<file path="src/rtl/mcs4_pc_stack_pkg.sv">
// mcs4_pc_stack_pkg: shared op encoding and constants for the MCS-4 PC/stack block
package mcs4_pc_stack_pkg;
  localparam int Page_bits = 8;
  localparam int Max_stack_depth = 16;
  typedef enum logic [2:0] {
    PC_HOLD,
    PC_INC,
    PC_JUMP,
    PC_JUMP_PAGE,
    PC_CALL,
    PC_RET
  } pc_op_t;
endpackage

</file>
<file path="src/rtl/mcs4_addr_incr.sv">
// mcs4_addr_incr: +1/+2 address incrementer with per-nibble lookahead carry and page-cross flag
module mcs4_addr_incr
  import mcs4_pc_stack_pkg::*;
#(
  parameter int ADDR_W = 12
) (
  input  logic [ADDR_W-1:0] addr_i,
  input  logic              inc2_i,
  output logic [ADDR_W-1:0] inc_pc_o,
  output logic              page_cross_o
);
  localparam int N = ADDR_W / 4;
  logic [4:0] s0;
  assign s0 = {1'b0, addr_i[3:0]} + (inc2_i ? 5'd2 : 5'd1);
  assign inc_pc_o[3:0] = s0[3:0];
  for (genvar k = 1; k < N; k++) begin : g_nib
    logic cin;
    if (k == 1) begin : g_first
      assign cin = s0[4];
    end else begin : g_look
      assign cin = s0[4] & (&addr_i[4*k-1:4]);
    end
    assign inc_pc_o[4*k +: 4] = addr_i[4*k +: 4] + {3'b000, cin};
  end
  assign page_cross_o = inc_pc_o[ADDR_W-1:Page_bits] != addr_i[ADDR_W-1:Page_bits];
endmodule

</file>
<file path="src/rtl/mcs4_pc_stack.sv">
// mcs4_pc_stack: program counter with return-address stack and nibble-serial address latch
module mcs4_pc_stack
  import mcs4_pc_stack_pkg::*;
#(
  parameter int ADDR_W    = 12,
  parameter int DEPTH     = 4,
  parameter bit WRAP_MODE = 1'b1
) (
  input  logic                          clk,
  input  logic                          rst,
  input  logic                          op_valid_i,
  input  pc_op_t                        op_i,
  input  logic                          inc2_i,
  input  logic [ADDR_W-1:0]             target_i,
  input  logic                          addr_latch_i,
  input  logic [$clog2(ADDR_W/4)-1:0]   nib_sel_i,
  input  logic                          clr_flags_i,
  output logic [ADDR_W-1:0]             pc_o,
  output logic [3:0]                    addr_nib_o,
  output logic [$clog2(DEPTH)-1:0]      sp_o,
  output logic                          ovf_o,
  output logic                          unf_o
);
  localparam int SW = $clog2(DEPTH);
  if (DEPTH > Max_stack_depth || DEPTH < 2) begin : g_bad_depth
    $error("mcs4_pc_stack: DEPTH out of range");
  end
  logic [ADDR_W-1:0] stack_q [DEPTH];
  logic [SW-1:0]     sp_q, sp_d;
  logic [ADDR_W-1:0] buf_q, inc_pc, cur_d;
  logic              ovf_q, unf_q, page_cross, call_ovf, ret_unf, wr_cur, wr_nxt;
  pc_op_t            eff;
  mcs4_addr_incr #(.ADDR_W(ADDR_W)) u_incr (
    .addr_i      (pc_o),
    .inc2_i      (inc2_i),
    .inc_pc_o    (inc_pc),
    .page_cross_o(page_cross)
  );
  assign pc_o       = stack_q[sp_q];
  assign sp_o       = sp_q;
  assign ovf_o      = ovf_q;
  assign unf_o      = unf_q;
  assign addr_nib_o = 4'(buf_q >> {nib_sel_i, 2'b00});
  // Resolve the op actually executed; rejected over/underflows degrade to INC, unknown codes hold
  always_comb begin
    call_ovf = op_valid_i && op_i == PC_CALL && sp_q == SW'(DEPTH - 1);
    ret_unf  = op_valid_i && op_i == PC_RET && sp_q == '0;
    eff      = !op_valid_i ? PC_HOLD : (!WRAP_MODE && (call_ovf || ret_unf)) ? PC_INC : op_i;
    cur_d    = eff == PC_JUMP ? target_i :
               eff == PC_JUMP_PAGE ? {(page_cross ? inc_pc[ADDR_W-1:Page_bits] : pc_o[ADDR_W-1:Page_bits]),
                                      target_i[Page_bits-1:0]} : inc_pc;
    wr_cur   = eff inside {PC_INC, PC_JUMP, PC_JUMP_PAGE, PC_CALL};
    wr_nxt   = eff == PC_CALL;
    sp_d     = eff == PC_CALL ? sp_q + 1'b1 : eff == PC_RET ? sp_q - 1'b1 : sp_q;
  end
  // Stack, pointer, address latch and sticky flags; reset discards any same-cycle op
  always_ff @(posedge clk) begin
    if (rst) begin
      for (int i = 0; i < DEPTH; i++) stack_q[i] <= '0;
      sp_q  <= '0;
      buf_q <= '0;
      ovf_q <= 1'b0;
      unf_q <= 1'b0;
    end else begin
      if (wr_cur) stack_q[sp_q] <= cur_d;
      if (wr_nxt) stack_q[sp_d] <= target_i;
      if (addr_latch_i) buf_q <= pc_o;
      sp_q  <= sp_d;
      ovf_q <= call_ovf | (ovf_q & ~clr_flags_i);
      unf_q <= ret_unf | (unf_q & ~clr_flags_i);
    end
  end
endmodule

</file>
<file path="config.mk">
export PLATFORM = sky130hd
export DESIGN_NAME = mcs4_pc_stack
export DESIGN_NICKNAME = d
export VERILOG_FILES = /design/src/rtl/mcs4_pc_stack_pkg.sv /design/src/rtl/mcs4_addr_incr.sv /design/src/rtl/mcs4_pc_stack.sv
export SDC_FILE = /design/constraint.sdc
export NUM_CORES = 1
export LEC_CHECK = 0
export BUFFER_PORTS_ARGS = -buffer_cell sky130_fd_sc_hd__buf_2
export CAP_MARGIN = 25
export CORE_MARGIN = 2
export CORE_UTILIZATION = 58
export CTS_CLUSTER_SIZE = 20
export DETAILED_ROUTE_END_ITERATION = 16
export MAX_ROUTING_LAYER = met4
export PLACE_DENSITY_LB_ADDON = 0.15
export SLEW_MARGIN = 20
export SYNTH_ARGS = -nofsm -noshare
export SYNTH_HDL_FRONTEND = slang
export SYNTH_SLANG_ARGS = --single-unit
export TNS_END_PERCENT = 100
</file>
<file path="constraint.sdc">
create_clock -name clk -period 3.53 [get_ports clk]
set_input_delay 0.353 -clock clk [delete_from_list [all_inputs] [get_ports clk]]
set_output_delay 0.353 -clock clk [all_outputs]
set_load 0.1 [all_outputs]
</file>
==> parameters.txt <==
Parameter                              Value

Setup path
  Critical path class ... register to register
  Required @ worst endpoint ... between 3 and 4 ns
  Type of origin of the critical path ... register
  Capturing element type of the critical path ... register
  List of cells traversed by the critical path ... mux4_2, ha_4, inv_2, fa_2, nor3_2, ha_2, ha_4, nand4b_1, o2111ai_2, xor2_2, o41ai_1
  Cell type with the highest occurrence count on the critical path ... ha_4
  Arrival time of data at the critical path endpoint ... between 3 and 4 ns
  Slowest library cell on the worst path ... mux4_2
  CP peak stage delay ... roughly 0.60 ns
  Highest fanout seen on the critical path ... 14

Synth
  Warnings, synthesis ... 0
  Post-synth design cell area ... approximately 3600 um2
  Synth cell types ... between 50 and 60
  Proportion of synthesized chip area in sequential cells ... 0.4946
  Area share of the leading cell type in the synthesized netlist ... 0.4046
  Synth top area cells ... edfxtp_1 40%, dfxtp_1 9.0%, a22o_1 6.1%
  Number of flops mapped to enable cells by yosys ... 48
  Synthesized area divided by synthesized cell count ... ~13 um2
  Post-synthesis cell type with the largest combined area ... edfxtp_1
  Top FF cell, synth ... edfxtp_1
  Register bit total from synthesis ... 64
  Instance count of the mapped netlist ... about 280
  Post-Synthesis Net Count ... roughly 310
  Ys async rst share ... 0

Cells and area
  Post-route cell area ... between 4000 and 5000 um2
  Number of diodes added for antenna fixing ... 0
  Number of nets in the layout ... about 360
  Commonest cells after routing, fill and taps aside ... 48 x edfxtp_1, 42 x buf_2, 26 x nor2_1, 25 x a22o_1
  Most frequent standard cell in the layout excluding fill and tap cells ... edfxtp_1
  Layout cell share with drive strength beyond 1 ... 0.2925
  Area occupied by registers ... ~1800 um2
  Multi-input combinational cell area ... approximately 1700 um2
  Area growth, synth to finish ... 14.26%
  Count of fill cells added during filler insertion ... approximately 460

Route
  Average wire length per cell after detail routing ... around 21 um
  Pre-antenna DRT Iters ... 5
  Drt first-iter violations ... ~250
  Total wire length ... approximately 8.6 mm
  Antenna Violating Nets Remaining ... 0
  Post-route DRC ... 0
  Total number of vias ... 2677
  DR vias/cell ... 6.529

Global route
  Antenna violations before repair ... 0
  First-pass GRT wire length ... ~13 mm
  Largest net degree at the start of global routing ... 25
  GR Overflow Total ... 0
  Global-route usage over all layers ... 0.2815
  Number of global-route vias before repair ... 2548

Place
  IO buf count ... 42
  Routability Congestion ... ~0.95
  Detail Placement HPWL ... 6.198 mm
  Cell Area, Placed ... roughly 3900 um2

Floorplanning
  Effective utilization at floorplan ... 0.6016
  Core Region ... between 5000 and 6000 um2
  Full die area ... just under 7000 um2
  Number of standard-cell rows in the floorplan ... 28
  Die width ... around 82 um
  Die Y-Extent ... 82.37 um
  Boundary pin count ... 43

Timing
  RSZ-0062 raised after global routing ... false
  Max transition margin ... 0.3810
  Post-layout min period ... ~3.2 ns
  Count of final setup violators ... 0
  Total count of max-transition violations in the final report ... 0
  Share of the cycle needed by the critical path after routing ... 0.9163
  Worst Max-Slew Pin Slew ... between 0.9 and 1 ns
  Summed negative setup slack over all endpoints ... 0 ns
  Clock Skews ... roughly 0.0087 ns
  Fmax ... roughly 0.3 GHz
  Endpoints failing hold ... 0

Clocking
  Clock transition at the register clock pins on the worst setup and hold paths after CTS ... 0.07 ns
  H-tree depth reported by CTS ... 3
  Clock tree from TritonCTS ... done
  Setup bufs post-CTS ... 0
  Latest clock arrival within the worst-skew pair ... 0.34 ns
  Number of clock buffers inserted by TritonCTS ... 9
  Clk sinks ... 64
  Quantity of hold-fixing buffers added after cts ... 0
  Root Buffer ... clkbuf_8
  Clk buf depth ... 2
  Cts repair resizes ... 0

Outcome
  Run status ... complete, no violations

Power
  PwrDens ... about 450 nW/um2
  Design Power ... roughly 1.8 mW
  Static leakage ... around 1.6 nW
  Peak supply drop ... around 0.00037 V

Run
  MaxCap Viol Count ... 0

Worst hold path
  Class of the most critical hold timing path ... input port to register
==> report_power, final <==
part	switching (mW)	total, mW	leakage, nW	internal, mW
Clock	0.279	0.530	0.0858	0.251
Combinational	0.304	0.415	0.876	0.110
Sequential	0.0185	0.869	0.630	0.851
==> metrics by stage <==
stage	hold slack [ns]	std cells	util	worst slack [ns]
2_1_floorplan	0.4596	282	-	-0.1668
3_3_place_gp	0.4710	394	0.6598	0.4584
3_5_place_dp	0.4799	394	0.6598	0.3484
4_1_cts	0.3220	410	0.6874	0.3452
5_1_grt	0.3469	410	0.6874	0.1318
6_report	0.3377	410	0.6874	0.2955
==> cell usage after synthesis, types with 2 or more instances <==
cell type	n
a211oi_2	2
a21oi_1	2
a22o_1	25
a32o_1	10
and3_1	2
buf_2	8
clkbuf_1	4
dfxtp_1	16
edfxtp_1	48
ha_1	8
inv_1	7
mux2_2	5
mux2i_1	17
mux4_1	6
mux4_2	6
nand2_1	17
nand2b_1	2
nand3_1	3
nand4_1	4
nor2_1	26
nor2b_1	2
nor3_1	4
nor3b_1	2
o211ai_1	2
o21ai_0	10
o22ai_1	8
o31ai_1	3
or3_1	4
xnor2_1	5
xor2_1	3
==> path summary, 6_finish.rpt <==
kind,slack (ns),start,to,depth (start not counted)
worst max-delay path,0.30,sp_o[0],stack_q[3][11],11
worst min-delay path,0.34,clr_flags_i,unf_o,4
worst max register to register,0.30,sp_o[0],stack_q[3][11],11
worst min register to register,0.49,unf_o,unf_o,2
==> area by class of cell <==
class,instances,area share
clock buffers,10,0.03136
clock inverters,6,0.008915
inverters,7,0.006456
multi-input cells,197,0.4273
flip-flops and latches,64,0.4347
well taps,75,0.02306
repair buffers,51,0.06824
==> worst max-delay path: cells and delay by family, from the launching register on <==
family	cells	cell delay (ns)
simple gates	2	0.18
mux	1	0.60
fa+ha+maj	4	0.92
compound gates	2	0.62
buf+inv	1	0.05
xor+xnor	1	0.15
flops	1	0.51
==> sequential cells by signal, summed over array words and instances, names as in the netlist <==
| name | count |
|---|---|
| stack_q | 48 |
| unf_o | 1 |
| buf_q | 12 |
| sp_o | 2 |
| ovf_o | 1 |
==> routing by layer <==
layer | global-route usage | wire length [um] | vias to the layer above
li1 | - | - | 1226
met1 | 0.3853 | 3708 | 1298
met2 | 0.4234 | 4132 | 142
met3 | 0.06196 | 673 | 11
met4 | 0.08667 | 93 | 0
met5 | - | 0 | -
==> kinds of logic after synthesis <==
| kind of cell | count (synthesis) | synth area share |
|---|---|---|
| simple gates | 76 | 0.1138 |
| compound gates | 68 | 0.1545 |
| flops | 64 | 0.4946 |
| mux | 35 | 0.1521 |
| buf+inv | 21 | 0.02705 |
| xor+xnor | 9 | 0.02424 |
| fa+ha+maj | 9 | 0.03372 |
No activity file was read; power rests on OpenSTA's default activity.
